$ cat src/rtl/uart_rx_if.sv
// Bundle of serial line, frame configuration and result strobes for uart_rx.
interface uart_rx_if #(
    parameter int unsigned DATA_WIDTH = 8
);
    logic                  RX_IN;
    logic [5:0]            PRESCALE;
    logic                  PAR_EN;
    logic                  PAR_TYP;
    logic [DATA_WIDTH-1:0] P_DATA;
    logic                  DATA_VALID;
    logic                  PAR_ERR;
    logic                  STP_ERR;

    modport master (
        output RX_IN, PRESCALE, PAR_EN, PAR_TYP,
        input  P_DATA, DATA_VALID, PAR_ERR, STP_ERR
    );

    modport slave (
        input  RX_IN, PRESCALE, PAR_EN, PAR_TYP,
        output P_DATA, DATA_VALID, PAR_ERR, STP_ERR
    );
endinterface

$ cat src/rtl/uart_rx.sv
// UART receiver: oversampled bits with 3-sample majority vote, optional parity,
// and one-cycle result pulses in the cycle after the stop bit ends.
module uart_rx #(
    parameter int unsigned DATA_WIDTH = 8
) (
    input logic      CLK,
    input logic      RST,
    uart_rx_if.slave bus
);
    localparam int unsigned EDGE_W = 6;
    localparam int unsigned BIT_W  = (DATA_WIDTH > 1) ? $clog2(DATA_WIDTH) : 1;
    localparam logic [BIT_W-1:0] LAST_BIT = BIT_W'(DATA_WIDTH - 1);

    typedef enum logic [2:0] {IDLE, START, DATA, PARITY, STOP} state_t;

    state_t                state, state_next;
    logic [EDGE_W-1:0]     edge_cnt, prescale_lat, half;
    logic [BIT_W-1:0]      bit_cnt;
    logic                  par_en_lat, par_typ_lat, par_bad;
    logic [2:0]            samples;
    logic [DATA_WIDTH-1:0] shift_reg, p_data;
    logic                  data_valid, par_err, stp_err;
    logic                  start_c, bit_end_c, sample_c, bit_val_c;

    function automatic logic [EDGE_W-1:0] decode_prescale(input logic [5:0] raw);
        case (raw)
            6'd16:   return EDGE_W'(16);
            6'd32:   return EDGE_W'(32);
            default: return EDGE_W'(8);
        endcase
    endfunction

    assign half = prescale_lat >> 1;

    // Bit timing strobes and majority vote over the three mid-bit samples.
    always_comb begin
        start_c   = (state == IDLE) && !bus.RX_IN;
        bit_end_c = (state != IDLE) && (edge_cnt == prescale_lat - EDGE_W'(1));
        sample_c  = (state != IDLE) &&
                    ((edge_cnt == half - EDGE_W'(1)) || (edge_cnt == half) ||
                     (edge_cnt == half + EDGE_W'(1)));
        bit_val_c = (samples[0] & samples[1]) | (samples[0] & samples[2]) |
                    (samples[1] & samples[2]);
    end

    always_ff @(posedge CLK or posedge RST) begin
        if (RST) state <= IDLE;
        else     state <= state_next;
    end

    always_comb begin
        state_next = state;
        case (state)
            IDLE:    if (start_c)   state_next = START;
            START:   if (bit_end_c) state_next = bit_val_c ? IDLE : DATA;
            DATA:    if (bit_end_c && (bit_cnt == LAST_BIT))
                         state_next = par_en_lat ? PARITY : STOP;
            PARITY:  if (bit_end_c) state_next = STOP;
            STOP:    if (bit_end_c) state_next = IDLE;
            default: state_next = IDLE;
        endcase
    end

    // Datapath: counters, deserializer, parity tracking and result strobes.
    always_ff @(posedge CLK or posedge RST) begin
        if (RST) begin
            edge_cnt     <= '0;
            bit_cnt      <= '0;
            prescale_lat <= EDGE_W'(8);
            par_en_lat   <= 1'b0;
            par_typ_lat  <= 1'b0;
            par_bad      <= 1'b0;
            samples      <= '0;
            shift_reg    <= '0;
            p_data       <= '0;
            data_valid   <= 1'b0;
            par_err      <= 1'b0;
            stp_err      <= 1'b0;
        end else begin
            data_valid <= 1'b0;
            par_err    <= 1'b0;
            stp_err    <= 1'b0;

            // The detecting IDLE cycle is edge 0, so the start bit resumes at edge 1.
            if (start_c) begin
                prescale_lat <= decode_prescale(bus.PRESCALE);
                par_en_lat   <= bus.PAR_EN;
                par_typ_lat  <= bus.PAR_TYP;
                par_bad      <= 1'b0;
                edge_cnt     <= EDGE_W'(1);
            end else if ((state == IDLE) || bit_end_c) begin
                edge_cnt <= '0;
            end else begin
                edge_cnt <= edge_cnt + EDGE_W'(1);
            end

            if (sample_c) samples <= {samples[1:0], bus.RX_IN};

            if (bit_end_c) begin
                case (state)
                    DATA: begin
                        shift_reg <= DATA_WIDTH'({bit_val_c, shift_reg} >> 1);
                        bit_cnt   <= (bit_cnt == LAST_BIT) ? '0 : bit_cnt + BIT_W'(1);
                    end
                    PARITY: par_bad <= bit_val_c != ((^shift_reg) ^ par_typ_lat);
                    STOP: begin
                        if (bit_val_c && !par_bad) begin
                            p_data     <= shift_reg;
                            data_valid <= 1'b1;
                        end
                        par_err <= par_bad;
                        stp_err <= !bit_val_c;
                    end
                    default: ;
                endcase
            end
        end
    end

    assign bus.P_DATA     = p_data;
    assign bus.DATA_VALID = data_valid;
    assign bus.PAR_ERR    = par_err;
    assign bus.STP_ERR    = stp_err;
endmodule

$ cat src/flat_wrapper.sv
// flat-port wrapper written by rule: the top's interface ports become plain ports
module uart_rx_flat 
#(
    parameter int unsigned DATA_WIDTH = 8
)
  (CLK, RST, bus_RX_IN, bus_PRESCALE, bus_PAR_EN, bus_PAR_TYP, bus_P_DATA, bus_DATA_VALID, bus_PAR_ERR, bus_STP_ERR);
  uart_rx_if #(.DATA_WIDTH(DATA_WIDTH)) bus_i ();
  input logic CLK;
  input logic RST;
  input wire logic [$bits(bus_i.RX_IN)-1:0] bus_RX_IN;
  input wire logic [$bits(bus_i.PRESCALE)-1:0] bus_PRESCALE;
  input wire logic [$bits(bus_i.PAR_EN)-1:0] bus_PAR_EN;
  input wire logic [$bits(bus_i.PAR_TYP)-1:0] bus_PAR_TYP;
  output wire logic [$bits(bus_i.P_DATA)-1:0] bus_P_DATA;
  output wire logic [$bits(bus_i.DATA_VALID)-1:0] bus_DATA_VALID;
  output wire logic [$bits(bus_i.PAR_ERR)-1:0] bus_PAR_ERR;
  output wire logic [$bits(bus_i.STP_ERR)-1:0] bus_STP_ERR;
  assign bus_i.RX_IN = bus_RX_IN;
  assign bus_i.PRESCALE = bus_PRESCALE;
  assign bus_i.PAR_EN = bus_PAR_EN;
  assign bus_i.PAR_TYP = bus_PAR_TYP;
  assign bus_P_DATA = bus_i.P_DATA;
  assign bus_DATA_VALID = bus_i.DATA_VALID;
  assign bus_PAR_ERR = bus_i.PAR_ERR;
  assign bus_STP_ERR = bus_i.STP_ERR;
  uart_rx #(.DATA_WIDTH(DATA_WIDTH)) u_core (.CLK(CLK), .RST(RST), .bus(bus_i));
endmodule
$ cat config.mk
export PLATFORM = sky130hd
export DESIGN_NAME = uart_rx_flat
export DESIGN_NICKNAME = d
export VERILOG_FILES = /design/src/rtl/uart_rx_if.sv /design/src/rtl/uart_rx.sv /design/src/flat_wrapper.sv
export SDC_FILE = /design/constraint.sdc
export NUM_CORES = 1
export LEC_CHECK = 0
export BUFFER_PORTS_ARGS = -buffer_cell sky130_fd_sc_hd__buf_2
export CAP_MARGIN = 20
export CORE_ASPECT_RATIO = 1.25
export CORE_MARGIN = 8
export CORE_UTILIZATION = 57
export DETAILED_ROUTE_END_ITERATION = 7
export HOLD_SLACK_MARGIN = 0.02
export PLACE_DENSITY = 0.76
export SLEW_MARGIN = 20
export SYNTH_ARGS = -nofsm -noshare
export SYNTH_HDL_FRONTEND = slang
export SYNTH_SLANG_ARGS = --single-unit
$ cat constraint.sdc
create_clock -name CLK -period 3.1 [get_ports CLK]
set_input_delay 0.155 -clock CLK [delete_from_list [all_inputs] [get_ports CLK]]
set_output_delay 0.155 -clock CLK [all_outputs]
set_load 0.02 [all_outputs]
==> flow_summary.yaml <==
power:
  power_density_nw_per_um2: 433
  totalPowerFinal_mw: 0.963
  leakagePower_nw: 1.16
  irDropWorstVdd_uv: 396
timing:
  setup_ws_ns: 0.402
  hold_slack_ns: 0.0896
  hold_viol: 0
  layout_min_cycle_time_ns: 2.70
  finClkSkew_ns: 0.00768
  fin_crit_sh_pct: 87.0
  slew_viol_final: 0
  fin_setup_tns_ns: 0
  max_freq_mhz: 371
  rsz0062_at_grt: "false"
  slew_headroom_pct: 59.0
  finalSetupViolations: 0
  worst_pin_slew_ns: 0.610
run:
  cap_violations: 0
critical_path:
  crit_fanout: 13
  startpoint_type: "flop"
  criticalPathCategory: "reg -> reg"
  worstPathCellList: "inv_1, ha_1, xnor3_1, nand4_2, or3_1, mux2_4"
  cp_top_family: "simple AND/OR/NAND/NOR gates"
  slowest_stage: "or3_1"
  cp_num_buf_inv: 1
  max_stage_delay_ns: 0.72
  critPathArrivalTime_ns: 2.88
  endpoint_kind: "flop"
  critical_path_required_ns: 3.28
grt:
  grt_max_degree: 29
  grt_pass1_wl_mm: 6.14
  grt_pass1_vias: 1353
  grt_antenna_before_repair: 0
  grt_util_all_layers_pct: 14.5
  overflow: 0
routing:
  drtPass1Iterations: 4
  vias_per_cell: 5.65
  drtIter0Drc: 41
  post_drt_wl_per_cell_um: 16.3
  route.detailed.drc: 0
  vias: 1299
  drt_wl_total_mm: 3.74
  postRouteAntennaNets: 0
outcome:
  status: "finished clean"
clock_tree:
  cts_sinks: 40
  htree_levels: 2
  clk_path_buf_depth: 2
  path_clk_slew_ns: 0.08
  cts_resized: 0
  worstSkewPairLatency_ns: 0.29
  cts.root.buffer_cell: "clkbuf_8"
  cts_tree: "built"
  cts_buffers: 5
place:
  place_ws_ns: 0.416
  dp_cells: 221
  io_buffers: 21
  place_congestion: 0.911
  dpl.hpwl_mm: 2.71
  dpl_cell_area_um2: 2100
die:
  fp-row-count: 24
  die-area_um2: 5630
  chipWidth_um: 68.7
  die_y_um: 81.9
  core-area_um2: 3420
  ios: 22
  start_util_pct: 57.9
logic_synthesis:
  ys_seq_area_share_pct: 50.6
  synth_edf_count: 0
  yosysTopAreaCellShare_pct: 49.3
  synth_area_leaders: "dfrtp_1 (49%), mux2_2 (9.1%), xnor2_1 (4.9%)"
  syn_area_um2: 1980
  synthFlopType: "dfrtp_1"
  avgSynthCellArea_um2: 11.9
  ys_warn_count: 0
  ys_async_sr_fraction_pct: 100
  ys_seq_elements: 40
  syn_inst: 167
  synth_cell_types: 37
  synth_fp_nets: 184
  synth_area_leader_cell: "dfrtp_1"
finish:
  final_nets: 207
  fin_cells: 230
  area.growth.synth_to_final_pct: 12.4
  antennaDiodeCount: 0
  drive_above_1_share_pct: 29.3
  final_area_um2: 2230
  fin_util_pct: 65.0
min_path:
  hold_path_class: "in -> reg"
[power by group]
part	total (mW)	internal (mW)	switching [mW]
Sequential	0.523	0.522	0.000839
Clock	0.420	0.238	0.182
Combinational	0.0209	0.00772	0.0132
Total	0.963	0.768	0.196
[worst paths after layout]
path	endpoint	startpoint	cells past startpoint	slack, ns
worst max-delay path	u_core.shift_reg[1]	u_core.prescale_lat[3]	6	0.40
worst min-delay path	u_core.par_en_lat	bus_PAR_EN	2	0.09
worst max register to register	u_core.shift_reg[1]	u_core.prescale_lat[3]	6	0.40
worst min register to register	u_core.bus.P_DATA[5]	u_core.bus.P_DATA[5]	1	0.50
max in group asynchronous	u_core.par_bad	RST	4	2.03
min in group asynchronous	u_core.bus.P_DATA[7]	RST	3	0.47
[cells in the mapped netlist (4+ instances only)]
cell type / number
nand2b_1: 4
inv_1: 7
nor2_1: 9
mux2_4: 6
nand2_1: 10
xor2_1: 9
nor3_1: 5
a21oi_1: 4
dfrtp_1: 39
mux2_2: 16
xnor2_1: 11
ha_1: 6
o21ai_0: 6
[timing repair]
action / CTS / global route
hold buffers: 0 / 1
hold endpoints to repair: 0 / 26
setup buffers: 0 / 0
[per-layer routing]
layer | vias to the layer above | track usage, % | part of all wire [%]
met4 | 0 | 6.44 | 2.0
met2 | 35 | 25.2 | 54
met1 | 641 | 15.7 | 40
met3 | 9 | 4.37 | 4.1
met5 | - | 0 | 0
li1 | 614 | - | -
[cells by family (layout without fill, tap and decap cells)]
family	Yosys count	count (layout)	share of synthesized area [%]
buf+inv	14	38	3.22
fa+ha+maj	6	6	3.79
simple gates	44	44	12.4
xor+xnor	21	21	9.98
flops	40	40	50.6
compound gates	19	19	5.88
mux	23	23	14.2
[layout by cell type, fill, tap and decap left out, types with 2 or more instances in the layout]
cell / netlist / routed
o31ai_1: 2 / 2
clkbuf_8: 0 / 5
nor3_1: 5 / 5
xor2_1: 9 / 9
xnor2_1: 11 / 11
nor4b_1: 2 / 2
a21oi_1: 4 / 4
or3_1: 3 / 3
mux2_2: 16 / 16
nand2b_1: 4 / 4
buf_2: 3 / 21
inv_1: 7 / 6
ha_1: 6 / 6
mux2_4: 6 / 6
dfrtp_1: 39 / 39
a21o_1: 2 / 2
nand2_1: 10 / 10
nand3_1: 3 / 3
o21ai_0: 6 / 6
nor2_1: 9 / 9
[final cells by class]
class	count	area, um2
multi-input cells	113	915
inverters	7	26.3
clock inverters	3	42.5
fillers	271	1200
flip-flops and latches	40	1000
well taps	39	48.8
clock buffers	5	68.8
repair buffers	23	123
Power figures use the tool's default switching activity.
